File: config.mk
export PLATFORM = sky130hd
export DESIGN_NAME = bank_arbiter_flat
export DESIGN_NICKNAME = d
export VERILOG_FILES = /design/src/rtl/bank_arb_pkg.sv /design/src/rtl/bank_arbiter_if.sv /design/src/rtl/rr_arbiter.sv /design/src/rtl/bank_arbiter.sv /design/src/flat_wrapper.sv
export SDC_FILE = /design/constraint.sdc
export NUM_CORES = 1
export LEC_CHECK = 0
export ABC_AREA = 1
export CORE_AREA = 2 2 312 314
export CTS_BUF_LIST = sky130_fd_sc_hd__clkbuf_2
export DETAILED_ROUTE_END_ITERATION = 7
export DIE_AREA = 0 0 314 316
export GPL_TIMING_DRIVEN = 1
export SYNTH_ARGS = -nofsm -noshare
export SYNTH_HDL_FRONTEND = slang
export SYNTH_HIERARCHICAL = 1
export SYNTH_SLANG_ARGS = --single-unit
File: constraint.sdc
create_clock -name clk -period 2.8 [get_ports clk]
set_input_delay 0.84 -clock clk [delete_from_list [all_inputs] [get_ports clk]]
set_output_delay 0.84 -clock clk [all_outputs]
set_load 0.02 [all_outputs]
File: src/rtl/bank_arb_pkg.sv
// rtl/bank_arb_pkg.sv - shared state type, error causes and index sizing for bank_arbiter
package bank_arb_pkg;

    typedef enum logic [1:0] {
        ST_IDLE    = 2'd0,
        ST_OWN     = 2'd1,
        ST_RELEASE = 2'd2
    } state_t;

    localparam int ERR_STRAY_CE  = 0;
    localparam int ERR_OVERFLOW  = 1;
    localparam int ERR_UNDERFLOW = 2;
    localparam int ERR_BAD_TAG   = 3;
    localparam int ERR_CAUSES    = 4;

    function automatic int idx_width(input int num_req);
        return (num_req <= 2) ? 1 : $clog2(num_req);
    endfunction

endpackage

File: src/rtl/bank_arbiter_if.sv
// rtl/bank_arbiter_if.sv - requester and bank port bundle for bank_arbiter
interface bank_arbiter_if #(
    parameter int NUM_REQ       = 2,
    parameter int DATA_WIDTH    = 128,
    parameter int ADDRESS_WIDTH = 32,
    parameter int TAG_WIDTH     = 2,
    parameter int BE_WIDTH      = 16
) ();
    logic [NUM_REQ-1:0]               u_req;
    logic [NUM_REQ-1:0]               u_gnt;
    logic [NUM_REQ-1:0]               u_rdy;
    logic [NUM_REQ-1:0]               u_ce;
    logic [NUM_REQ-1:0]               u_w;
    logic [ADDRESS_WIDTH*NUM_REQ-1:0] u_a;
    logic [DATA_WIDTH*NUM_REQ-1:0]    u_d;
    logic [BE_WIDTH*NUM_REQ-1:0]      u_be;
    logic [NUM_REQ-1:0]               u_valid;
    logic [DATA_WIDTH-1:0]            u_q;
    logic                             m_ready;
    logic                             m_valid;
    logic [DATA_WIDTH-1:0]            m_q;
    logic [TAG_WIDTH-1:0]             m_qtag;
    logic                             m_req;
    logic                             m_ce;
    logic                             m_w;
    logic [ADDRESS_WIDTH-1:0]         m_a;
    logic [TAG_WIDTH-1:0]             m_tag;
    logic [DATA_WIDTH-1:0]            m_d;
    logic [BE_WIDTH-1:0]              m_be;

    modport master (
        input  u_req, u_ce, u_w, u_a, u_d, u_be, m_ready, m_valid, m_q, m_qtag,
        output u_gnt, u_rdy, u_valid, u_q, m_req, m_ce, m_w, m_a, m_tag, m_d, m_be
    );

    modport slave (
        output u_req, u_ce, u_w, u_a, u_d, u_be, m_ready, m_valid, m_q, m_qtag,
        input  u_gnt, u_rdy, u_valid, u_q, m_req, m_ce, m_w, m_a, m_tag, m_d, m_be
    );
endinterface

File: src/rtl/rr_arbiter.sv
// rtl/rr_arbiter.sv - combinational round-robin pick starting just after the last owner
module rr_arbiter #(
    parameter int NUM_REQ = 2,
    parameter int IDX_W   = 1
) (
    input  logic [NUM_REQ-1:0] req,
    input  logic [IDX_W-1:0]   last,
    output logic [NUM_REQ-1:0] gnt,
    output logic [IDX_W-1:0]   idx
);
    // Scan from farthest to nearest so the closest requester after last overrides.
    always_comb begin
        int cand;
        cand = 0;
        gnt  = '0;
        idx  = '0;
        for (int k = NUM_REQ; k >= 1; k--) begin
            cand = int'(last) + k;
            if (cand >= NUM_REQ) cand = cand - NUM_REQ;
            if (req[cand]) begin
                gnt       = '0;
                gnt[cand] = 1'b1;
                idx       = IDX_W'(cand);
            end
        end
    end
endmodule

File: src/rtl/bank_arbiter.sv
// rtl/bank_arbiter.sv - round-robin sharing of one bank port; BANK_ARB_QUANTUM_EN caps accesses per grant
module bank_arbiter
    import bank_arb_pkg::*;
#(
    parameter int NUM_REQ       = 2,
    parameter int DATA_WIDTH    = 128,
    parameter int ADDRESS_WIDTH = 32,
    parameter int TAG_WIDTH     = 2,
    parameter int BE_WIDTH      = 16,
    parameter int OUT_WIDTH     = 5
`ifdef BANK_ARB_QUANTUM_EN
    ,
    parameter int QUANTUM       = 64
`endif
) (
    input  logic           clk,
    input  logic           rst,
    bank_arbiter_if.master bus,
    output logic           busy,
    output logic           err
);
    localparam int IDX_W = idx_width(NUM_REQ);
    localparam logic [OUT_WIDTH-1:0] OUT_MAX = '1;

    state_t                  state, state_n;
    logic [IDX_W-1:0]        owner, last_owner, pick_idx;
    logic [NUM_REQ-1:0]      pick_gnt;
    logic                    own, owner_req, quantum_done, accept, rd_accept;
    logic [OUT_WIDTH-1:0]    outstanding;
    logic [ERR_CAUSES-1:0]   err_cause;
    logic [NUM_REQ-1:0]      route;

    rr_arbiter #(.NUM_REQ(NUM_REQ), .IDX_W(IDX_W)) u_rr (
        .req  (bus.u_req),
        .last (last_owner),
        .gnt  (pick_gnt),
        .idx  (pick_idx)
    );

    assign own = (state == ST_OWN);

`ifdef BANK_ARB_QUANTUM_EN
    localparam int QCNT_W = $clog2(QUANTUM + 1);
    logic [QCNT_W-1:0] qcount;

    always_ff @(posedge clk or negedge rst) begin
        if (!rst)                               qcount <= '0;
        else if (state == ST_IDLE && |pick_gnt) qcount <= '0;
        else if (accept)                        qcount <= qcount + QCNT_W'(1);
    end

    assign quantum_done = own && (qcount == QCNT_W'(QUANTUM));
`else
    assign quantum_done = 1'b0;
`endif

    // Owner mux: everything toward the bank is zero unless a grant is held.
    always_comb begin
        bus.u_gnt = '0;
        bus.u_rdy = '0;
        bus.m_ce  = 1'b0;
        bus.m_w   = 1'b0;
        bus.m_a   = '0;
        bus.m_d   = '0;
        bus.m_be  = '0;
        owner_req = 1'b0;
        for (int i = 0; i < NUM_REQ; i++) begin
            if (own && owner == IDX_W'(i)) begin
                bus.u_gnt[i] = 1'b1;
                bus.u_rdy[i] = bus.m_ready & ~quantum_done;
                owner_req    = bus.u_req[i];
                bus.m_ce     = bus.u_ce[i] & ~quantum_done;
                bus.m_w      = bus.u_w[i];
                bus.m_a      = bus.u_a[i*ADDRESS_WIDTH +: ADDRESS_WIDTH];
                bus.m_d      = bus.u_d[i*DATA_WIDTH +: DATA_WIDTH];
                bus.m_be     = bus.u_be[i*BE_WIDTH +: BE_WIDTH];
            end
        end
    end

    assign bus.m_req = own;
    assign bus.m_tag = TAG_WIDTH'(owner);
    assign accept    = bus.m_ce & bus.m_ready;
    assign rd_accept = accept & ~bus.m_w;

    always_comb begin
        state_n = state;
        case (state)
            ST_IDLE:    if (|pick_gnt) state_n = ST_OWN;
            ST_OWN:     if (!owner_req || quantum_done) state_n = ST_RELEASE;
            ST_RELEASE: state_n = ST_IDLE;
            default:    state_n = ST_IDLE;
        endcase
    end

    always_ff @(posedge clk or negedge rst) begin
        if (!rst) begin
            state      <= ST_IDLE;
            owner      <= '0;
            last_owner <= IDX_W'(NUM_REQ - 1);
        end else begin
            state <= state_n;
            if (state == ST_IDLE && |pick_gnt) owner <= pick_idx;
            if (state == ST_RELEASE)           last_owner <= owner;
        end
    end

    always_comb begin
        route = '0;
        for (int i = 0; i < NUM_REQ; i++) route[i] = bus.m_valid && (int'(bus.m_qtag) == i);
    end

    always_comb begin
        err_cause                = '0;
        err_cause[ERR_STRAY_CE]  = |(bus.u_ce & ~bus.u_gnt);
        err_cause[ERR_OVERFLOW]  = rd_accept & ~bus.m_valid & (outstanding == OUT_MAX);
        err_cause[ERR_UNDERFLOW] = bus.m_valid & (outstanding == '0);
        err_cause[ERR_BAD_TAG]   = bus.m_valid & ~(int'(bus.m_qtag) < NUM_REQ);
    end

    // Simultaneous accept and return cancel; both ends saturate instead of wrapping.
    always_ff @(posedge clk or negedge rst) begin
        if (!rst) begin
            outstanding <= '0;
            bus.u_valid <= '0;
            bus.u_q     <= '0;
            err         <= 1'b0;
        end else begin
            if (rd_accept && !bus.m_valid && outstanding != OUT_MAX)
                outstanding <= outstanding + OUT_WIDTH'(1);
            else if (!rd_accept && bus.m_valid && outstanding != '0)
                outstanding <= outstanding - OUT_WIDTH'(1);
            bus.u_valid <= route;
            if (|route) bus.u_q <= bus.m_q;
            err <= err | (|err_cause);
        end
    end

    assign busy = (state != ST_IDLE) | (outstanding != '0);

endmodule

File: src/flat_wrapper.sv
// flat-port wrapper written by rule: the top's interface ports become plain ports
module bank_arbiter_flat import bank_arb_pkg::*;
#(
    parameter int NUM_REQ       = 2,
    parameter int DATA_WIDTH    = 128,
    parameter int ADDRESS_WIDTH = 32,
    parameter int TAG_WIDTH     = 2,
    parameter int BE_WIDTH      = 16,
    parameter int OUT_WIDTH     = 5

)
  (clk, rst, busy, err, bus_u_req, bus_u_ce, bus_u_w, bus_u_a, bus_u_d, bus_u_be, bus_m_ready, bus_m_valid, bus_m_q, bus_m_qtag, bus_u_gnt, bus_u_rdy, bus_u_valid, bus_u_q, bus_m_req, bus_m_ce, bus_m_w, bus_m_a, bus_m_tag, bus_m_d, bus_m_be);
  bank_arbiter_if #(.NUM_REQ(NUM_REQ), .DATA_WIDTH(DATA_WIDTH), .ADDRESS_WIDTH(ADDRESS_WIDTH), .TAG_WIDTH(TAG_WIDTH), .BE_WIDTH(BE_WIDTH)) bus_i ();
  input  logic clk;
  input  logic rst;
  output logic busy;
  output logic err;
  input wire logic [$bits(bus_i.u_req)-1:0] bus_u_req;
  input wire logic [$bits(bus_i.u_ce)-1:0] bus_u_ce;
  input wire logic [$bits(bus_i.u_w)-1:0] bus_u_w;
  input wire logic [$bits(bus_i.u_a)-1:0] bus_u_a;
  input wire logic [$bits(bus_i.u_d)-1:0] bus_u_d;
  input wire logic [$bits(bus_i.u_be)-1:0] bus_u_be;
  input wire logic [$bits(bus_i.m_ready)-1:0] bus_m_ready;
  input wire logic [$bits(bus_i.m_valid)-1:0] bus_m_valid;
  input wire logic [$bits(bus_i.m_q)-1:0] bus_m_q;
  input wire logic [$bits(bus_i.m_qtag)-1:0] bus_m_qtag;
  output wire logic [$bits(bus_i.u_gnt)-1:0] bus_u_gnt;
  output wire logic [$bits(bus_i.u_rdy)-1:0] bus_u_rdy;
  output wire logic [$bits(bus_i.u_valid)-1:0] bus_u_valid;
  output wire logic [$bits(bus_i.u_q)-1:0] bus_u_q;
  output wire logic [$bits(bus_i.m_req)-1:0] bus_m_req;
  output wire logic [$bits(bus_i.m_ce)-1:0] bus_m_ce;
  output wire logic [$bits(bus_i.m_w)-1:0] bus_m_w;
  output wire logic [$bits(bus_i.m_a)-1:0] bus_m_a;
  output wire logic [$bits(bus_i.m_tag)-1:0] bus_m_tag;
  output wire logic [$bits(bus_i.m_d)-1:0] bus_m_d;
  output wire logic [$bits(bus_i.m_be)-1:0] bus_m_be;
  assign bus_i.u_req = bus_u_req;
  assign bus_i.u_ce = bus_u_ce;
  assign bus_i.u_w = bus_u_w;
  assign bus_i.u_a = bus_u_a;
  assign bus_i.u_d = bus_u_d;
  assign bus_i.u_be = bus_u_be;
  assign bus_i.m_ready = bus_m_ready;
  assign bus_i.m_valid = bus_m_valid;
  assign bus_i.m_q = bus_m_q;
  assign bus_i.m_qtag = bus_m_qtag;
  assign bus_u_gnt = bus_i.u_gnt;
  assign bus_u_rdy = bus_i.u_rdy;
  assign bus_u_valid = bus_i.u_valid;
  assign bus_u_q = bus_i.u_q;
  assign bus_m_req = bus_i.m_req;
  assign bus_m_ce = bus_i.m_ce;
  assign bus_m_w = bus_i.m_w;
  assign bus_m_a = bus_i.m_a;
  assign bus_m_tag = bus_i.m_tag;
  assign bus_m_d = bus_i.m_d;
  assign bus_m_be = bus_i.m_be;
  bank_arbiter #(.NUM_REQ(NUM_REQ), .DATA_WIDTH(DATA_WIDTH), .ADDRESS_WIDTH(ADDRESS_WIDTH), .TAG_WIDTH(TAG_WIDTH), .BE_WIDTH(BE_WIDTH), .OUT_WIDTH(OUT_WIDTH)) u_core (.clk(clk), .rst(rst), .bus(bus_i), .busy(busy), .err(err));
endmodule
==> flow_summary.json <==
{
  "finalSetupTns_ns": -85.42,
  "h-tree-depth": 4,
  "drtPass1Iterations": 5,
  "grt_pass1_vias": 9432,
  "cts_buffer_depth": 2,
  "final.setup.worst_slack_ns": -0.577,
  "cts.root.buffer_cell": "clkbuf_2",
  "fmax_mhz": 296,
  "die-width_um": 314,
  "cts_tree": "yes",
  "fin_crit_sh_pct": 121,
  "placementRows": 114,
  "ant_nets": 0,
  "yosysSeqAreaShare_pct": 48.2,
  "p_sw_share_pct": 43.0,
  "synth_nets": 1096,
  "finalInstanceArea_sq_um": 20500,
  "slew_violations": 0,
  "ios": 809,
  "grt_pass1_wl_mm": 85.5,
  "crit_buf_inv": 6,
  "hold_class": "in -> async",
  "wirelength_mm": 70.1,
  "cp.arrival_ns": 2.54,
  "outcome": "finished, violations left",
  "post-route-util_pct": 21.4,
  "p_switching_uw": 7400,
  "synth.avg_cell_area_sq_um": 12.1,
  "cp_top_family": "buffers and inverters",
  "syn_inst": 600,
  "critPathRequiredTime_ns": 1.96,
  "maxCapViolCount": 0,
  "setup.worst_path.end_class": "output port",
  "place_congestion": 0.854,
  "cp_cell_sequence": "inv_2 > nand2_4 > nor2_4 > buf_12 > buf_12 > buf_4 > buf_6 > a22o_1 > buf_4",
  "path_clk_slew_ns": 0.27,
  "pwr-share-clk_pct": 7.4,
  "drtIter0Drc": 377,
  "drive_above_1_share_pct": 38.3,
  "ys_ff_latch": 140,
  "portBuffers": 807,
  "power_per_cell_area_nw_per_um2": 838,
  "fp.coreArea_sq_um": 96000,
  "post_synth_instance_area_sq_um": 7270,
  "critPathKind": "reg -> out",
  "fin_nets": 1992,
  "numClockSinks": 140,
  "detailed_place_hpwl_mm": 59.1,
  "insertion_delay_ns": 0.85,
  "vias": 9240,
  "finalSetupViolations": 182,
  "dp_slack_ns": -0.335,
  "hold_viol": 0,
  "grt_max_degree": 48,
  "clock_skew_ns": 0.00786,
  "syn_to_final_growth_pct": 182,
  "cts_buffers": 17,
  "worst_pin_slew_ns": 0.587,
  "fillers": 10348,
  "p_int_uw": 9790,
  "synthDistinctLibCells": 33,
  "slowest_delay_ns": 0.46,
  "start_util_pct": 7.57,
  "grt_setup_unrepaired": "yes",
  "leakage_uw": 0.00951,
  "drc": 0,
  "slew_headroom_pct": 60.9,
  "ir_drop_mv": 0.379,
  "post_drt_wl_per_cell_um": 25.1,
  "crit_fanout": 9,
  "dieArea_sq_um": 99200,
  "layout_min_cycle_time_ns": 3.38,
  "cp_slowest_cell": "dfrtp_1",
  "antenna_found_initial": 48,
  "cp-start-kind": "flop",
  "track_usage_pct": 12.9,
  "violations": "setup timing",
  "die_h_um": 316,
  "grt.overflow.total": 0,
  "ys_warn_count": 6,
  "p_comb_share_pct": 77.6,
  "viasPerCell": 3.30,
  "seqPwrFrac_pct": 15.0,
  "place_area_sq_um": 18000
}
-- routing by layer --
layer	track usage [%]	share of wire, %	up-vias	wire length (um)
met5	0	0.23	-	164
met4	4.43	3.0	24	2130
met1	11.6	31	4417	21800
met3	7.04	12	121	8500
li1	-	-	4108	-
met2	24.5	53	570	37500
-- final timing paths --
path / startpoint / to / slack (ns) / depth (start not counted)
worst max-delay path: u_core/state[1] / bus_m_d[18] / -0.58 / 9
worst min-delay path: rst / u_core/bus.u_q[48] / 0.50 / 2
worst max register to register: u_core/state[1] / u_core/outstanding[4] / 0.28 / 16
worst min register to register: u_core/bus.u_q[43] / u_core/bus.u_q[43] / 0.53 / 1
max in group asynchronous: rst / u_core/bus.u_q[126] / 1.72 / 3
min in group clk: u_core/bus.u_q[43] / u_core/bus.u_q[43] / 0.53 / 1
-- cells in the mapped netlist --
cell | instances | area, sq um
o31ai_1 | 1 | 7.51
nand3_1 | 9 | 45.0
ha_1 | 3 | 37.5
buf_2 | 34 | 170
nor2_2 | 1 | 6.26
o21bai_1 | 1 | 7.51
and2_1 | 1 | 6.26
dfrtp_1 | 139 | 3480
o21ai_0 | 1 | 5.00
conb_1 | 1 | 3.75
nor2_4 | 2 | 22.5
o22ai_1 | 1 | 6.26
nand2_1 | 24 | 90.1
mux2_2 | 128 | 1440
a31oi_1 | 1 | 6.26
fa_1 | 1 | 20.0
nor3_1 | 2 | 10.0
a21oi_1 | 7 | 35.0
nand4_1 | 4 | 25.0
clkbuf_1 | 10 | 37.5
a22o_1 | 176 | 1540
buf_4 | 3 | 22.5
buf_1 | 8 | 30.0
xor2_1 | 2 | 17.5
nand3_2 | 1 | 10.0
o21ai_1 | 1 | 5.00
nor4_1 | 2 | 12.5
inv_1 | 18 | 67.6
inv_2 | 3 | 11.3
nand2_2 | 2 | 12.5
dfstp_2 | 1 | 26.3
nand2_4 | 1 | 11.3
nor2_1 | 11 | 41.3
-- sequential cells by signal (all words and copies together) (netlist names) --
| register | cells |
|---|---|
| u_core/bus.u_q | 128 |
| u_core/outstanding | 5 |
| u_core/bus.u_valid | 2 |
| u_core/state | 2 |
| u_core/err | 1 |
| u_core/last_owner | 1 |
| u_core/owner | 1 |
-- layout by cell type, fill, tap and decap left out, drive strengths merged, types with 3 or more instances in the layout --
| cell type | count |
|---|---|
| nand2 | 27 |
| nand4 | 4 |
| dfrtp | 139 |
| diode | 11 |
| clkdlybuf4s50 | 494 |
| ha | 3 |
| nand3 | 10 |
| buf | 297 |
| dlymetal6s2s | 127 |
| clkbuf | 28 |
| nor2 | 14 |
| a22o | 176 |
| mux2 | 128 |
| a21oi | 7 |
| inv | 31 |
-- power by group through the flow --
| stage | clock [uW] | combinational, uW | sequential, uW |
|---|---|---|---|
| final | 1270 | 13300 | 2580 |
| after floorplan | 0 | 3770 | 2950 |
| after global placement | 0 | 10900 | 2620 |
| after CTS | 1380 | 12400 | 2600 |
| after global routing | 1410 | 14000 | 2630 |
| after detailed placement | 0 | 11000 | 2630 |
-- through the flow --
step	hold slack (ns)	cells	power, uW
3_3_place_gp	0.487	2691	13600
5_1_grt	0.399	2791	18000
2_1_floorplan	0.495	600	6720
6_report	0.500	2796	17200
3_5_place_dp	0.487	2691	13600
4_1_cts	0.314	2754	16300
-- cell families (layout without fill, tap and decap cells) --
| logic type | count (synthesis) | in the layout | synth area share (%) |
|---|---|---|---|
| xor gates and xnor gates | 2 | 2 | 0.241 |
| DFF | 140 | 140 | 48.2 |
| adders and majority gates | 4 | 4 | 0.792 |
| other | 1 | 12 | 0.0516 |
| and+or+nand+nor | 60 | 60 | 4.03 |
| AOI/OAI and AO/OA | 189 | 189 | 22.2 |
| muxes | 128 | 128 | 19.8 |
| buffers and inverters | 76 | 985 | 4.66 |
-- timing repair --
item,CTS,global route
hold buffers,1,0
gates cloned,8,13
hold endpoints to repair,43,0
resized for setup,456,354
setup endpoints to repair,315,311
buffers inserted,22,25
pin swaps,15,37
-- final cells by class --
type	instances	area [sq um]	share of cell area (%)
diodes	11	27.5	0.134
clock buffers	17	85.1	0.414
flip-flops and latches	140	3510	17.1
inverters	21	78.8	0.384
clock inverters	15	149	0.725
multi-input cells	384	4220	20.5
well taps	1276	1600	7.78
repair buffers	932	10900	52.9
Power figures use the tool's default switching activity.
